===== src/rtl/chip8_pkg.sv =====
// Shared chip-8 video/memory definitions used by the sprite engine and its memory responder.
package chip8_pkg;

  // Request type encoding on mem_type_in, shared with the initiator side.
  localparam logic VIDEO_MEM_TYPE_RAM  = 1'b0;
  localparam logic VIDEO_MEM_TYPE_VRAM = 1'b1;

  // VRAM geometry: one bit per pixel, 64x32 display, 8 bytes per row.
  localparam int unsigned VRAM_WIDTH_PX      = 64;
  localparam int unsigned VRAM_HEIGHT_PX     = 32;
  localparam int unsigned VRAM_BYTES_PER_ROW = VRAM_WIDTH_PX / 8;
  localparam int unsigned VRAM_BANK_BYTES    = VRAM_BYTES_PER_ROW * VRAM_HEIGHT_PX;

  // Responder state: idle (accepting) or waiting on a BRAM read.
  typedef enum logic {
    IDLE = 1'b0,
    WAIT = 1'b1
  } resp_state_e;

  // True when any request address bit at or above position aw is set.
  function automatic logic upper_bits_set(input logic [15:0] addr, input int unsigned aw);
    return (addr >> aw) != 16'd0;
  endfunction

endpackage


===== src/rtl/chip8_mem_responder.sv =====
// Responder for the chip-8 sprite/clear engine memory interface: routes requests to
// main RAM or the double-buffered VRAM and returns read data with a one-cycle pulse.
module chip8_mem_responder
  import chip8_pkg::*;
#(
  parameter int BRAM_LATENCY = 2,
  parameter int RAM_AW       = 12,
  parameter int VRAM_AW      = 8
) (
  input  logic               clk_in,
  input  logic               rst_in,
  input  logic               ad_in,
  input  logic               mem_valid_in,
  input  logic               mem_we_in,
  input  logic               mem_type_in,
  input  logic [15:0]        mem_addr_in,
  input  logic [7:0]         mem_data_in,
  output logic               mem_ready_out,
  output logic               mem_valid_out,
  output logic [7:0]         mem_data_out,
  output logic               addr_err_out,
  output logic [RAM_AW-1:0]  ram_addr_out,
  output logic               ram_en_out,
  output logic               ram_we_out,
  output logic [7:0]         ram_din_out,
  input  logic [7:0]         ram_dout_in,
  output logic [VRAM_AW:0]   vram_addr_out,
  output logic               vram_en_out,
  output logic               vram_we_out,
  output logic [7:0]         vram_din_out,
  input  logic [7:0]         vram_dout_in
);

  // Counter value on the edge where the selected BRAM output is valid.
  localparam logic [1:0] LAT_LAST = 2'(BRAM_LATENCY);

  resp_state_e state_q, state_d;
  logic [1:0]  cnt_q, cnt_d;
  logic        type_q, type_d;

  logic               ready_d, valid_d, err_d;
  logic [7:0]         data_d;
  logic [RAM_AW-1:0]  ram_addr_d;
  logic               ram_en_d, ram_we_d;
  logic [7:0]         ram_din_d;
  logic [VRAM_AW:0]   vram_addr_d;
  logic               vram_en_d, vram_we_d;
  logic [7:0]         vram_din_d;

  logic accept;
  assign accept = mem_valid_in && mem_ready_out;

  // Next-state and next-output logic for the responder.
  // NOTE: every signal gets its hold/idle value first so no path leaves one
  // unassigned; an unassigned path in always_comb would infer a latch.
  always_comb begin
    state_d     = state_q;
    cnt_d       = cnt_q;
    type_d      = type_q;
    ready_d     = mem_ready_out;
    valid_d     = 1'b0;
    data_d      = mem_data_out;
    err_d       = addr_err_out;
    ram_addr_d  = ram_addr_out;
    ram_en_d    = 1'b0;
    ram_we_d    = 1'b0;
    ram_din_d   = ram_din_out;
    vram_addr_d = vram_addr_out;
    vram_en_d   = 1'b0;
    vram_we_d   = 1'b0;
    vram_din_d  = vram_din_out;

    unique case (state_q)
      IDLE: begin
        if (accept) begin
          if (upper_bits_set(mem_addr_in,
                             (mem_type_in == VIDEO_MEM_TYPE_VRAM) ? VRAM_AW : RAM_AW)) begin
            err_d = 1'b1;
          end
          if (mem_type_in == VIDEO_MEM_TYPE_RAM) begin
            ram_en_d   = 1'b1;
            ram_we_d   = mem_we_in;
            ram_addr_d = mem_addr_in[RAM_AW-1:0];
            ram_din_d  = mem_data_in;
          end else begin
            vram_en_d   = 1'b1;
            vram_we_d   = mem_we_in;
            vram_addr_d = {ad_in, mem_addr_in[VRAM_AW-1:0]};
            vram_din_d  = mem_data_in;
          end
          // Writes complete in the BRAM with nothing to return, so only reads block.
          if (!mem_we_in) begin
            ready_d = 1'b0;
            type_d  = mem_type_in;
            cnt_d   = 2'd0;
            state_d = WAIT;
          end
        end
      end
      WAIT: begin
        if (cnt_q == LAT_LAST) begin
          data_d  = (type_q == VIDEO_MEM_TYPE_VRAM) ? vram_dout_in : ram_dout_in;
          valid_d = 1'b1;
          ready_d = 1'b1;
          state_d = IDLE;
        end else begin
          cnt_d = cnt_q + 2'd1;
        end
      end
      default: state_d = IDLE;
    endcase
  end

  // State and registered-output flops; reset discards any outstanding read.
  // NOTE: non-blocking assignments here so every flop samples pre-edge values,
  // regardless of statement order.
  always_ff @(posedge clk_in or posedge rst_in) begin
    if (rst_in) begin
      state_q       <= IDLE;
      cnt_q         <= 2'd0;
      type_q        <= VIDEO_MEM_TYPE_RAM;
      mem_ready_out <= 1'b1;
      mem_valid_out <= 1'b0;
      mem_data_out  <= 8'h00;
      addr_err_out  <= 1'b0;
      ram_addr_out  <= '0;
      ram_en_out    <= 1'b0;
      ram_we_out    <= 1'b0;
      ram_din_out   <= 8'h00;
      vram_addr_out <= '0;
      vram_en_out   <= 1'b0;
      vram_we_out   <= 1'b0;
      vram_din_out  <= 8'h00;
    end else begin
      state_q       <= state_d;
      cnt_q         <= cnt_d;
      type_q        <= type_d;
      mem_ready_out <= ready_d;
      mem_valid_out <= valid_d;
      mem_data_out  <= data_d;
      addr_err_out  <= err_d;
      ram_addr_out  <= ram_addr_d;
      ram_en_out    <= ram_en_d;
      ram_we_out    <= ram_we_d;
      ram_din_out   <= ram_din_d;
      vram_addr_out <= vram_addr_d;
      vram_en_out   <= vram_en_d;
      vram_we_out   <= vram_we_d;
      vram_din_out  <= vram_din_d;
    end
  end

endmodule


===== config.mk =====
export PLATFORM = sky130hd
export DESIGN_NAME = chip8_mem_responder
export DESIGN_NICKNAME = d
export VERILOG_FILES = /design/src/rtl/chip8_pkg.sv /design/src/rtl/chip8_mem_responder.sv
export SDC_FILE = /design/constraint.sdc
export NUM_CORES = 1
export LEC_CHECK = 0
export BUFFER_PORTS_ARGS = -buffer_cell sky130_fd_sc_hd__buf_2
export CORE_ASPECT_RATIO = 1.75
export CORE_MARGIN = 2
export CORE_UTILIZATION = 47
export CTS_CLUSTER_SIZE = 8
export DETAILED_ROUTE_END_ITERATION = 10
export PLACE_DENSITY_LB_ADDON = 0.15
export SYNTH_ARGS = -nofsm -noshare
export SYNTH_HDL_FRONTEND = slang
export SYNTH_SLANG_ARGS = --single-unit

===== constraint.sdc =====
create_clock -name clk_in -period 2.3 [get_ports clk_in]
set_clock_uncertainty 0.05 [all_clocks]
set_input_delay 0.46 -clock clk_in [delete_from_list [all_inputs] [get_ports clk_in]]
set_output_delay 0.46 -clock clk_in [all_outputs]
set_load 0.02 [all_outputs]

# Word-level counts from Yosys, hierarchy flattened
# Cells that the tools add are included.
word_totals:
  regBits: 56
  input_bits: 46
  out_inout_bits: 52
  word_cells: 62
classes:
  n_addsub: 1
  eq_ne: 5
  shifts: 1
  mux: 28
  bitwise: 3
  reduce_logical: 9
ops:
  columns: ["cell", "n"]
  rows:
  - ["2-to-1 mux 1 bit", 20]
  - ["AND reduction 3 bit", 6]
  - ["nonzero test 16 bit", 1]
  - ["right shift 16 x 4 -> 16 bit", 1]
  - ["2-to-1 mux 8 bit", 1]
  - ["2-to-1 mux 2 bit", 3]
  - ["!= test 2 bit, second input constant", 3]
  - ["one-hot mux 1 bit (2 select lines)", 2]
  - ["one-hot mux 2 bit (2 select lines)", 1]
  - ["2-to-1 mux 3 bit", 1]
  - ["inverter 1 bit", 3]
  - ["adder 2 x 1 -> 2 bit, second input constant", 1]
  - ["equality test 2 bit, second input constant", 1]
  - ["!= test 2 x 1 -> 1 bit, second input constant", 1]
  - ["AND reduction 2 bit", 1]
  - ["logical AND 1 bit", 1]

# Longest topological paths before layout
logic_depth:
  depth_word: 4
  ltp_mapped: 7
  depth_no_buf: 5

# Worst setup path before layout
# OpenSTA, ideal clock, no wires.
synth_path:
  path_kind: "register to register"
  start: "register mem_ready_out"
  end: "register ram_addr_out[10]"
  setup_time_ps: 125
  t_arrival_ps: 1409
  path_slack_ps: 717
  stages_incl_launch_ff: 5
  path_buffers: 1
  synth_period_minus_slack_ps: 1583
  path_cell_list: "dfstp_2 -> nand3b_2 -> nor2_2 -> buf_6 -> mux2_2"
synth_via:
  elab_chain_len: 2
synth_rtl:
  columns: ["element", "line", "source"]
  rows:
  - ["start, declared", "chip8_mem_responder.sv:18", "output logic mem_ready_out,"]
  - ["start signal, assigned", "chip8_mem_responder.sv:138", "mem_ready_out <= ready_d;"]
  - ["logical AND 1 bit", "chip8_mem_responder.sv:51", "assign accept = mem_valid_in && mem_ready_out;"]
  - ["AND reduction 3 bit (no line)", null, null]
  - ["end signal, assigned", "chip8_mem_responder.sv:142", "ram_addr_out <= ram_addr_d;"]
  - ["end, declared", "chip8_mem_responder.sv:22", "output logic [RAM_AW-1:0] ram_addr_out,"]
# No other way between the ends.
# A chain may end at the register's enable or synchronous reset.

# Final worst setup path
layout_path:
  start: "register mem_ready_out"
  end: "register ram_addr_out[4]"
# Same word-level chain as after synthesis.

==> summary.txt <==
Floorplanning
  • Floorplan die width: 56.2 um
  • Core box area: 0.00462 mm2
  • Site row count: 33
  • Die area: 0.00535 mm2
  • I/O pin count: 98
  • Initial standard-cell utilization of the core: 48.4%
  • Die Span Y: 95.3 um

Global routing
  • Tot GR Track Use: 17.3%
  • Initial antenna violation count: 0
  • Global-route wire length before repair: 7.25 mm
  • Maximum number of pins on one net before global-route repair: 31
  • Vias in the first global route: 1588
  • Grt total ovfl: 0

Setup path
  • Maximum fanout along the worst path: 16
  • Critical path arrival: 1910 ps
  • Reg2reg setup slack: 530 ps
  • CP Launch Type: flop
  • Critical path endpoint category: flop
  • Data required time of the worst path: 2440 ps
  • CP Class: reg2reg

Clock network
  • Resized cells post-CTS: 0
  • CTS Hold Buffers Added: 0
  • Number of CTS-inserted buffers: 5
  • Clock transition time at the flip-flop clock pins of the worst setup and hold paths: 90 ps
  • Skew-Pair Late Insertion Delay: 300 ps
  • Max Buffers Root-to-Sink: 2
  • TritonCTS clock tree: built
  • Post-CTS Setup Bufs: 0
  • Clock Sinks: 56
  • Clock H-tree levels: 2
  • Clock Tree Root: clkbuf_8

STA
  • Max_slew headroom: 70.0%
  • Pins Over Slew Limit: 0
  • Highest clock rate: 0.565 GHz
  • Hold Vio Cnt, Final: 0
  • Unrepaired setup endpoints after global routing: false
  • Worst Max-Slew Pin Slew: 450 ps
  • Final worst path period share: 76.9%
  • Final setup violation count: 0
  • Final critical path time including I/O delays and setup: 1770 ps
  • Summed negative setup slack over all endpoints: 0 ps

Placement
  • Final estimated routing congestion in global placement: 0.700
  • Count of buffers from port buffering: 97
  • Final HPWL DP: 3.35 mm
  • Cell count after placement: 298

Detailed routing
  • Number of DRC violations after detailed routing: 0
  • Post-route antenna net violation count: 0
  • Count of routing violations after the opening detailed-route iteration: 17
  • Detailed Routing Iterations Pass 1: 3
  • Total vias in the final route: 1543
  • Aggregate routed wire length: 4.32 mm
  • Ratio of routed vias to standard cells: 5.06
  • Routed wire length per instance: 14.2 um

Cells and area
  • Fill count: 391
  • Area added between synthesis and finish: 27.8%
  • Util after Layout: 61.8%
  • Number of standard cells in the final layout excluding fillers: 305
  • Most frequent standard cell in the layout excluding fill and tap cells: buf_2
  • Antenna cell count: 0
  • Net count, final: 300
  • Ratio of cells with drive above 1 in the final layout: 59.7%
  • Leading cell types in the layout, fill and taps excluded: buf_2 (97), dfrtp_1 (55), mux2_2 (30)

Power and ir drop
  • Power density normalized to cell area: 1360 mW/mm2
  • Worst IR drop on VDD: 0.881 mV
  • Static leakage power: 1.51 nW

Job
  • Max_cap viols: 0

Synthesis
  • Post-synthesis sequential area ratio: 62.7%
  • Area share of the largest cell type after synthesis: 61.5%
  • Synthesized cell area: 0.00224 mm2
  • Post-synthesis net count: 198
  • Syn Inst Count: 151
  • Most area-hungry cell type in the Yosys netlist: dfrtp_1
  • Count of state elements after synthesis: 56
  • Distinct cells, synth: 27
  • Cells taking the most area after synthesis: dfrtp_1 (62%), mux2_2 (15%), mux2_4 (5.4%)
  • Warnings, synthesis: 0
  • Per-instance average area after synthesis: 14.8 um2

Run status
  • Run status: complete, no violations

Worst hold path
  • Worst min path class: in2async
[Yosys cell counts (all sizes together)]
master	instances
a21boi	1
a21oi	10
and2	1
buf	5
clkbuf	1
dfrtp	55
dfstp	1
ha	1
inv	6
mux2	38
mux2i	8
nand2	2
nand3b	2
nand4	1
nor2	11
nor3	1
nor4	1
o21ai	1
o22a	1
o32ai	1
o41ai	1
or2	1
xnor2	1
[final cells by class]
type	count	area (um2)	share of cell area, %
flip-flops and latches	56	1400	49.1
multi-input cells	83	763	26.7
repair buffers	101	528	18.5
clock buffers	6	72.6	2.54
well taps	52	65.1	2.28
inverters	6	22.5	0.788
clock inverters	1	5.00	0.175
[worst paths after layout]
path / startpoint / end / depth (start not counted)
setup / recovery: mem_ready_out$_DFFE_PP1P_ / ram_addr_out[4]$_DFFE_PP0P_ / 4
hold / removal: rst_in / vram_din_out[2]$_DFFE_PP0P_ / 3
setup reg to reg: mem_ready_out$_DFFE_PP1P_ / ram_addr_out[4]$_DFFE_PP0P_ / 4
hold reg to reg: addr_err_out$_DFFE_PP0P_ / addr_err_out$_DFFE_PP0P_ / 1
max in group asynchronous: rst_in / mem_ready_out$_DFFE_PP1P_ / 3
min in group clk_in: ad_in / vram_addr_out[8]$_DFFE_PP0P_ / 2
[per-layer routing]
layer | vias up | global-route usage [%] | part of all wire (%)
li1 | 726 | - | -
met3 | 7 | 3.93 | 6.6
met2 | 65 | 31.5 | 52
met4 | 0 | 6.55 | 1.7
met5 | - | 0 | 0
met1 | 745 | 19.6 | 39
[worst max-delay path, cell delays in order, from the launching register on]
cell      delay [ps]
dfstp_2          600
nand3b_2         130
nor2_2           330
buf_12           200
mux2_2           340
[registers in the layout, summed over array words and instances, names as in the netlist, 2 cells and up]
register       count
cnt_q              2
mem_data_out       8
ram_addr_out      12
ram_din_out        8
vram_addr_out      9
vram_din_out       8
[through the flow]
step	setup slack, ps	area (um2)	hold slack (ps)	power (W)
floorplan	420	2240	439	0.00285
global placement	544	2780	405	0.00339
detailed placement	511	2780	408	0.00343
CTS	501	2860	159	0.00393
global route	439	2860	185	0.00414
finish	532	2860	149	0.00388
[cells by family (layout without fill, tap and decap cells)]
group,after synthesis,after routing,synth area share (%)
compound gates,15,15,3.97
xor+xnor,1,1,0.392
fa+ha+maj,1,1,0.559
buf+inv,12,114,3.19
flops,56,56,62.7
mux,46,46,24.0
simple gates,20,20,5.15
[power breakdown]
part	leakage (nW)	switching [W]	internal, W	total (W)
Combinational	0.783	0.000946	0.000754	0.00170
Sequential	0.684	0.000261	0.00143	0.00169
Clock	0.0410	0.000285	0.000208	0.000492
Total	1.51	0.00149	0.00239	0.00388
(Power assumes the default switching activity.)
